File: src/rtl/exmem_pkg.sv
// Shared opcode constants and the packed control part of an EX/MEM pipeline entry.
package exmem_pkg;

  localparam logic [4:0] ALU_DIV = 5'b00011;
  localparam logic [4:0] ALU_MOD = 5'b00100;
  localparam logic [4:0] ALU_CMP = 5'b00101;
  localparam logic [4:0] ALU_NOP = 5'b01101;

  // Control fields of a buffered entry; the DW-wide data fields are added by the stage.
  typedef struct packed {
    logic [4:0] opcode;
    logic [4:0] rd;
    logic       wb_en;
    logic       mem_rd;
    logic       mem_wr;
    logic       exc;
  } exmem_ctrl_t;

  // Opcodes that never write back or touch memory.
  function automatic logic is_no_side_effect_op(input logic [4:0] op);
    return (op == ALU_NOP) || (op == ALU_CMP);
  endfunction

endpackage

File: src/rtl/exmem_skid.sv
// Entry buffer between execute and memory: 2-entry FIFO with registered ready when
// EXMEM_SKID_EN is defined, otherwise a single pass-through pipeline register.
module exmem_skid #(
  parameter int W = 8
) (
  input  logic         clk,
  input  logic         rst_n,
  input  logic         flush,
  input  logic         push_valid,
  output logic         push_ready,
  input  logic [W-1:0] push_data,
  output logic         pop_valid,
  input  logic         pop_ready,
  output logic [W-1:0] pop_data,
  output logic [1:0]   count
);

  logic push;
  logic pop;

  assign push = push_valid && push_ready && !flush;
  assign pop  = pop_valid && pop_ready && !flush;

`ifdef EXMEM_SKID_EN
  logic [W-1:0] mem [2];
  logic         rd_ptr;
  logic         wr_ptr;
  logic [1:0]   cnt;

  // Ready depends only on stored occupancy, so out_ready never reaches in_ready.
  assign push_ready = (cnt != 2'd2);
  assign pop_valid  = (cnt != 2'd0);
  assign pop_data   = mem[rd_ptr];
  assign count      = cnt;

  // NOTE: storage is reset as well because the head slot drives the outputs directly,
  // and those must read zero while in reset.
  always_ff @(posedge clk or negedge rst_n) begin
    if (!rst_n) begin
      mem[0] <= '0;
      mem[1] <= '0;
      rd_ptr <= 1'b0;
      wr_ptr <= 1'b0;
      cnt    <= 2'd0;
    end else if (flush) begin
      rd_ptr <= 1'b0;
      wr_ptr <= 1'b0;
      cnt    <= 2'd0;
    end else begin
      if (push) begin
        mem[wr_ptr] <= push_data;
        wr_ptr      <= ~wr_ptr;
      end
      if (pop) begin
        rd_ptr <= ~rd_ptr;
      end
      cnt <= cnt + {1'b0, push} - {1'b0, pop};
    end
  end
`else
  logic [W-1:0] mem;
  logic         full;

  assign push_ready = !full || pop_ready;
  assign pop_valid  = full;
  assign pop_data   = mem;
  assign count      = {1'b0, full};

  always_ff @(posedge clk or negedge rst_n) begin
    if (!rst_n) begin
      mem  <= '0;
      full <= 1'b0;
    end else if (flush) begin
      full <= 1'b0;
    end else if (push) begin
      mem  <= push_data;
      full <= 1'b1;
    end else if (pop) begin
      full <= 1'b0;
    end
  end
`endif

endmodule

File: src/rtl/ex_mem_stage.sv
// EX/MEM pipeline stage: masks controls for nop/cmp/exception ops, tracks the flags
// register and buffers entries in exmem_skid. Define EXMEM_SKID_EN for the 2-entry skid buffer.
module ex_mem_stage #(
  parameter int DW = 32
) (
  input  logic          clk,
  input  logic          rst_n,
  input  logic          in_valid,
  output logic          in_ready,
  input  logic [DW-1:0] in_aluresult,
  input  logic [1:0]    in_flags,
  input  logic [4:0]    in_alusignal,
  input  logic [4:0]    in_rd,
  input  logic          in_wb_en,
  input  logic          in_mem_rd,
  input  logic          in_mem_wr,
  input  logic [DW-1:0] in_store_data,
  input  logic          in_divz,
  input  logic          flush,
  output logic          out_valid,
  input  logic          out_ready,
  output logic [DW-1:0] out_aluresult,
  output logic [4:0]    out_rd,
  output logic          out_wb_en,
  output logic          out_mem_rd,
  output logic          out_mem_wr,
  output logic [DW-1:0] out_store_data,
  output logic [4:0]    out_opcode,
  output logic          out_exc,
  output logic [1:0]    out_flags,
  output logic [1:0]    out_count
);

  import exmem_pkg::*;

  typedef struct packed {
    logic [DW-1:0] aluresult;
    logic [DW-1:0] store_data;
    exmem_ctrl_t   ctrl;
  } entry_t;

  localparam int EW = $bits(entry_t);

  entry_t     in_entry;
  entry_t     head;
  logic       exc;
  logic       squash;
  logic       accept;
  logic [1:0] flags_q;

  assign exc    = in_divz && ((in_alusignal == ALU_DIV) || (in_alusignal == ALU_MOD));
  assign squash = exc || is_no_side_effect_op(in_alusignal);
  assign accept = in_valid && in_ready && !flush;

  // NOTE: the whole struct gets a default first so no field can hold state and infer a latch.
  always_comb begin
    in_entry             = '0;
    in_entry.aluresult   = in_aluresult;
    in_entry.store_data  = in_store_data;
    in_entry.ctrl.opcode = in_alusignal;
    in_entry.ctrl.rd     = in_rd;
    in_entry.ctrl.wb_en  = in_wb_en && !squash;
    in_entry.ctrl.mem_rd = in_mem_rd && !squash;
    in_entry.ctrl.mem_wr = in_mem_wr && !squash;
    in_entry.ctrl.exc    = exc;
  end

  exmem_skid #(.W(EW)) u_skid (
    .clk        (clk),
    .rst_n      (rst_n),
    .flush      (flush),
    .push_valid (in_valid),
    .push_ready (in_ready),
    .push_data  (in_entry),
    .pop_valid  (out_valid),
    .pop_ready  (out_ready),
    .pop_data   (head),
    .count      (out_count)
  );

  // NOTE: sequential state uses non-blocking assignment so every register samples
  // pre-edge values regardless of block ordering.
  always_ff @(posedge clk or negedge rst_n) begin
    if (!rst_n) begin
      flags_q <= 2'b00;
    end else if (accept && (in_alusignal == ALU_CMP)) begin
      flags_q <= in_flags;
    end
  end

  assign out_flags      = flags_q;
  assign out_aluresult  = head.aluresult;
  assign out_store_data = head.store_data;
  assign out_opcode     = head.ctrl.opcode;
  assign out_rd         = head.ctrl.rd;
  assign out_wb_en      = head.ctrl.wb_en;
  assign out_mem_rd     = head.ctrl.mem_rd;
  assign out_mem_wr     = head.ctrl.mem_wr;
  assign out_exc        = head.ctrl.exc;

endmodule

File: config.mk
export PLATFORM = sky130hd
export DESIGN_NAME = ex_mem_stage
export DESIGN_NICKNAME = d
export VERILOG_FILES = /design/src/rtl/exmem_pkg.sv /design/src/rtl/exmem_skid.sv /design/src/rtl/ex_mem_stage.sv
export SDC_FILE = /design/constraint.sdc
export NUM_CORES = 1
export LEC_CHECK = 0
export ABC_AREA = 1
export BUFFER_PORTS_ARGS = -buffer_cell sky130_fd_sc_hd__buf_2
export CORE_ASPECT_RATIO = 0.6
export CORE_MARGIN = 2
export CORE_UTILIZATION = 41
export DETAILED_ROUTE_END_ITERATION = 12
export PLACE_DENSITY = 0.76
export SLEW_MARGIN = 15
export SYNTH_ARGS = -nofsm -noshare
export SYNTH_HDL_FRONTEND = slang
export SYNTH_SLANG_ARGS = --single-unit
export TNS_END_PERCENT = 10
File: constraint.sdc
create_clock -name clk -period 1.11 [get_ports clk]
set_input_delay 0.333 -clock clk [delete_from_list [all_inputs] [get_ports clk]]
set_output_delay 0.333 -clock clk [all_outputs]
set_load 0.01 [all_outputs]
==> impl_metrics.yaml, run 1 <==
global_routing:
  busiest_layer: "met2"
  gr-usage-met2: 0.325
  grt_pass1_vias: 2925
  grtUsageMet1: 0.303
  grt-ovfl-total: 0
  antenna_found_initial: 0
  grt_use_total: 0.212
  grt_max_degree: 44
  grtUsageMet3: 0.0559
  grt_first_pass_wirelength_um: 14400
min_path:
  min_from: "flush"
  hold_path_class: "input port to flop"
place:
  dp.cells: 638
  hpwl_um: 6510
  gp_congestion: 0.810
  place.port_buffers: 167
route:
  drc: 0
  num_vias: 3205
  dr.pass1.iters: 4
  routed_wl_um: 9960
  ant_nets: 0
  drt_iter0_markers: 139
  viasPerCell: 4.84
  post_drt_wl_per_cell_um: 15.0
cts:
  htreeDepth: 3
  clock_latency_ns: 0.33
  numClockSinks: 81
  cts_tree: "done"
  cts_made_buffers: 9
  clockBufferDepth: 2
  root_buffer: "clkbuf_16"
  path_clk_slew_ns: 0.06
logic_synthesis:
  ys_ff_latch: 81
  ys_warn_count: 0
  synth_top_area_share: 0.618
  yosysMostFrequentCell: "nand2_1"
  syn_avg_cell_area_um2: 8.88
  synth_area_leader_cell: "dfrtp_1"
  yosysSeqAreaShare: 0.618
  synth_area_um2: 3280
  synth_flop_cell: "dfrtp_1"
  syn_nets: 454
  ys_top_cells_by_count: "nand2_1, dfrtp_1, nand3_1"
  ys_async_sr_fraction: 1.00
  syn_inst: 369
  yosysUniqueCellTypes: 17
  synth_area_leaders: "dfrtp_1, nand2_1, nand3_1, buf_6, buf_2"
  synth_edf_count: 0
sta:
  drv_slew: 0
  hold_viol_final: 0
  fin_ws_ns: -0.230
  min_period_ns: 1.34
  setup_viol: 163
  fmax_ghz: 0.746
  period_share: 1.21
  rsz0062_at_grt: "true"
  fin_tns_setup_ns: -10.34
  finClkSkew_ns: 0.00182
floorplanning:
  start_util: 0.419
  coreArea_um2: 7820
  die_h_um: 73.3
  die_w_um: 119
  die_area_um2: 8750
  boundaryPins: 169
  num_rows: 25
setup_path:
  worstPathArrival_ns: 1.01
  worstSetupStartpointType: "flop"
  crit_start: "u_skid.pop_valid$_DFFE_PN0P_"
  cp-end-kind: "output pin"
  reg2reg_from: "u_skid.pop_valid$_DFFE_PN0P_"
  crit_type: "flop to output pin"
  required_ns: 0.78
  worstPathMaxFanout: 2
cells_and_area:
  final_cell_count_no_fill: 662
  diodes: 0
  area_delta_synth_final_pct: 50.9
  drive_above_1_share: 0.397
  nets: 636
job:
  cap_violations: 0
power:
  power_density_nw_per_um2: 1660
  cellLeakagePower_nw: 2.84
  worst_ir_drop_vdd_mv: 0.914
outcome:
  violations: "setup timing"
  status: "complete, but fails checks"
## state kept, by name, summed over array words and instances (netlist names)
name              count
u_skid.pop_data      78
u_skid.pop_valid      1
out_flags             2
## per-layer routing
layer  vias to the layer above  share of wire  wire [um]
li1                       1531              -          -
met1                      1530           0.48       4790
met2                       136           0.44       4380
met3                         8          0.071        707
met4                         0         0.0081         81
met5                         -              0          0
## worst max-delay path: stages, from the launching register on
cell and delay [ns]:
dfrtp_1 0.38, nand2_2 0.07, buf_6 0.12, buf_6 0.11
## final timing paths
kind | slack [ns] | end | cells after the start
setup / recovery | -0.23 | in_ready | 3
max in group asynchronous | 0.21 | u_skid.pop_data[50]$_DFFE_PN0P_ | 3
min in group asynchronous | 0.47 | u_skid.pop_data[13]$_DFFE_PN0P_ | 2
setup reg to reg | -0.10 | out_flags[0]$_DFFE_PN0P_ | 6
hold reg to reg | 0.47 | u_skid.pop_data[69]$_DFFE_PN0P_ | 2
hold / removal | 0.21 | u_skid.pop_valid$_DFFE_PN0P_ | 2
## logic make-up after synthesis
family | after synthesis | synth area share
simple gates | 244 | 0.313
flops | 81 | 0.618
buf+inv | 35 | 0.0557
compound gates | 8 | 0.0122
other cells | 1 | 0.00114
## report_power, final
part | internal [mW] | switching, mW | total (mW)
combinational | 0.789 | 0.922 | 1.71
clock | 1.77 | 1.12 | 2.88
sequential | 3.38 | 0.241 | 3.62
total | 5.93 | 2.28 | 8.21
## cell type report
type,instances,area (um^2)
clock buffer,10,239
sequential,81,2030
timing repair buffer,197,1350
tap,108,135
fill,682,2870
inverter,9,33.8
multi-input combinational,253,1120
clock inverter,4,45.0
## through the flow
step            util  total power, mW  instance area (um^2)  hold WS [ns]  setup WS, ns
3_5_place_dp   0.554             5.20                  4330         0.234        -0.107
6_report       0.633             8.21                  4950         0.211        -0.230
5_1_grt        0.633             8.62                  4950         0.196        -0.275
2_1_floorplan      -             4.35                  3290        0.0374       0.00616
4_1_cts        0.604             8.15                  4720         0.198        -0.240
3_3_place_gp   0.554             5.15                  4330         0.228       -0.0773
## what timing repair did
action / 4_1_cts / 5_1_grt
resized for setup: 16 / 17
buffers inserted: 3 / 0
pin swaps: 4 / 2
hold buffers: 1 / 0
setup endpoints to repair: 102 / 163
cloned: 0 / 6
endpoints found under the hold margin: 13 / 0
## cell usage in the layout, fill, tap and decap left out, types with 3 or more instances in the layout
cell type  count
inv_1          8
buf_6         16
nand3_1       73
buf_4         10
buf_2        156
clkinv_2       3
nor2_1         4
nand2_1      158
dfrtp_1       81
buf_12         9
o21ai_1        6
clkbuf_16     14
Note: power is estimated with default switching activity, not from simulation.
==> run 2, diff against run 1 <==
TNS_END_PERCENT = 1   (was 10)
==> impl_metrics.yaml, run 2 (same netlist as run 1, synthesis figures left out) <==
outcome:
  status: "complete, but fails checks"
  violations: "setup timing"
cells_and_area:
  nets: 629
  layout_common_cells: "nand2_1, buf_2, dfrtp_1, nand3_1, buf_6"
  final_cell_count_no_fill: 655
  drive_above_1_share: 0.382
  area_delta_synth_final_pct: 45.0
  layout_commonest_cell: "nand2_1"
  largest_reg_flops: 78
  diodes: 0
route:
  drc: 0
  num_vias: 3136
  routed_wl_um: 9170
  dr.pass1.iters: 4
  viasPerCell: 4.79
  drt_iter0_markers: 183
  ant_nets: 0
  post_drt_wl_per_cell_um: 14.0
floorplanning:
  num_rows: 25
  coreArea_um2: 7820
  start_util: 0.419
  boundaryPins: 169
  die_area_um2: 8750
  die_h_um: 73.3
  die_w_um: 119
min_path:
  hold_path_class: "input port to flop"
  min_from: "flush"
  min_delay_worst_endpoint: "u_skid.pop_valid$_DFFE_PN0P_"
  min_path_cells: 2
cts:
  path_clk_slew_ns: 0.06
  htreeDepth: 3
  clockBufferDepth: 2
  clock_latency_ns: 0.32
  numClockSinks: 81
  cts_made_buffers: 9
  cts_tree: "done"
  root_buffer: "clkbuf_16"
sta:
  period_share: 1.20
  min_period_ns: 1.34
  fin_ws_ns: -0.227
  hold_viol_final: 0
  finClkSkew_ns: 0.00273
  drv_slew: 0
  rsz0062_at_grt: "true"
  fin_tns_setup_ns: -8.32
  setup_viol: 155
  holdWs_ns: 0.213
  fmax_ghz: 0.748
global_routing:
  grt_first_pass_wirelength_um: 14400
  grt_pass1_vias: 2920
  antenna_found_initial: 0
  grt_max_degree: 44
  grt-ovfl-total: 0
  grt_use_total: 0.212
setup_path:
  slowest_stage: "dfrtp_1"
  worstSetupStartpointType: "flop"
  crit_top_cell: "buf_6"
  required_ns: 0.78
  r2r_cells: 7
  worstPathArrival_ns: 1.00
  rrSetupSlack_ns: -0.08
  worstPathMaxFanout: 2
  cp-end-kind: "output pin"
  slowest_delay_ns: 0.38
  r2r-end: "out_flags[0]$_DFFE_PN0P_"
  reg2reg_from: "u_skid.pop_valid$_DFFE_PN0P_"
  cp_cell_sequence: "nand2_2 > buf_6 > buf_6"
  crit_type: "flop to output pin"
place:
  place.port_buffers: 167
  gp_congestion: 0.810
  dp.cells: 638
  hpwl_um: 6510
job:
  cap_violations: 0
power:
  cellLeakagePower_nw: 2.75
  worst_ir_drop_vdd_mv: 0.911
  power_density_nw_per_um2: 1710
  p_total_mw: 8.11
run 2: changes by cell type in the layout (fill, tap and decap cells not counted), sizes merged:
cell / delta
buf: -2
clkbuf: -5
run 2: cell type report:
cell class | instances | area [um^2]
Tap cell | 108 | 135
Multi-Input combinational cell | 253 | 1080
Clock inverter | 4 | 45.0
Clock buffer | 10 | 239
Inverter | 9 | 33.8
Fill cell | 703 | 3070
Timing Repair Buffer | 190 | 1190
Sequential cell | 81 | 2030
run 2: per-layer routing:
metal	vias up	wire [um]	global-route usage
li1	1517	-	-
met1	1486	4370	0.303
met2	127	4060	0.325
met3	6	673	0.0543
met4	0	62	0.0549
met5	-	0	0
run 2: worst max-delay path: cells and delay by family, from the launching register on:
family	cells	cell delay [ns]
DFF	1	0.38
and+or+nand+nor	1	0.07
buffers and inverters	2	0.23
run 2: repair_timing:
action,in CTS,in global routing
endpoints found under the hold margin,13,0
endpoints found under the setup margin,102,163
hold buffers,1,0
pin swaps,4,5
gates resized for setup,16,7
setup buffers,2,0
run 2: stage by stage:
step            util  worst slack, ns  area, um^2
2_1_floorplan      -          0.00616        3290
4_1_cts        0.603           -0.240        4710
6_report       0.608           -0.227        4750
5_1_grt        0.608           -0.274        4750
3_5_place_dp   0.554           -0.107        4330
3_3_place_gp   0.554          -0.0773        4330
run 2: where the power goes:
group | total, mW | internal, mW | leakage [nW] | switching, mW
Combinational | 1.62 | 0.733 | 1.60 | 0.887
Clock | 2.87 | 1.77 | 0.144 | 1.11
Sequential | 3.62 | 3.38 | 1.01 | 0.241
Total | 8.11 | 5.87 | 2.75 | 2.24
run 2: worst max-delay path by stage:
stage / from / cells after the start / to
finish: u_skid.pop_valid$_DFFE_PN0P_ / 3 / in_ready
global route: u_skid.pop_valid$_DFFE_PN0P_ / 3 / in_ready
global placement: out_ready / 5 / in_ready
CTS: u_skid.pop_valid$_DFFE_PN0P_ / 3 / in_ready
floorplan: u_skid.pop_valid$_DFFE_PN0P_ / 6 / u_skid.pop_data[13]$_DFFE_PN0P_
detailed placement: out_ready / 7 / u_skid.pop_data[28]$_DFFE_PN0P_
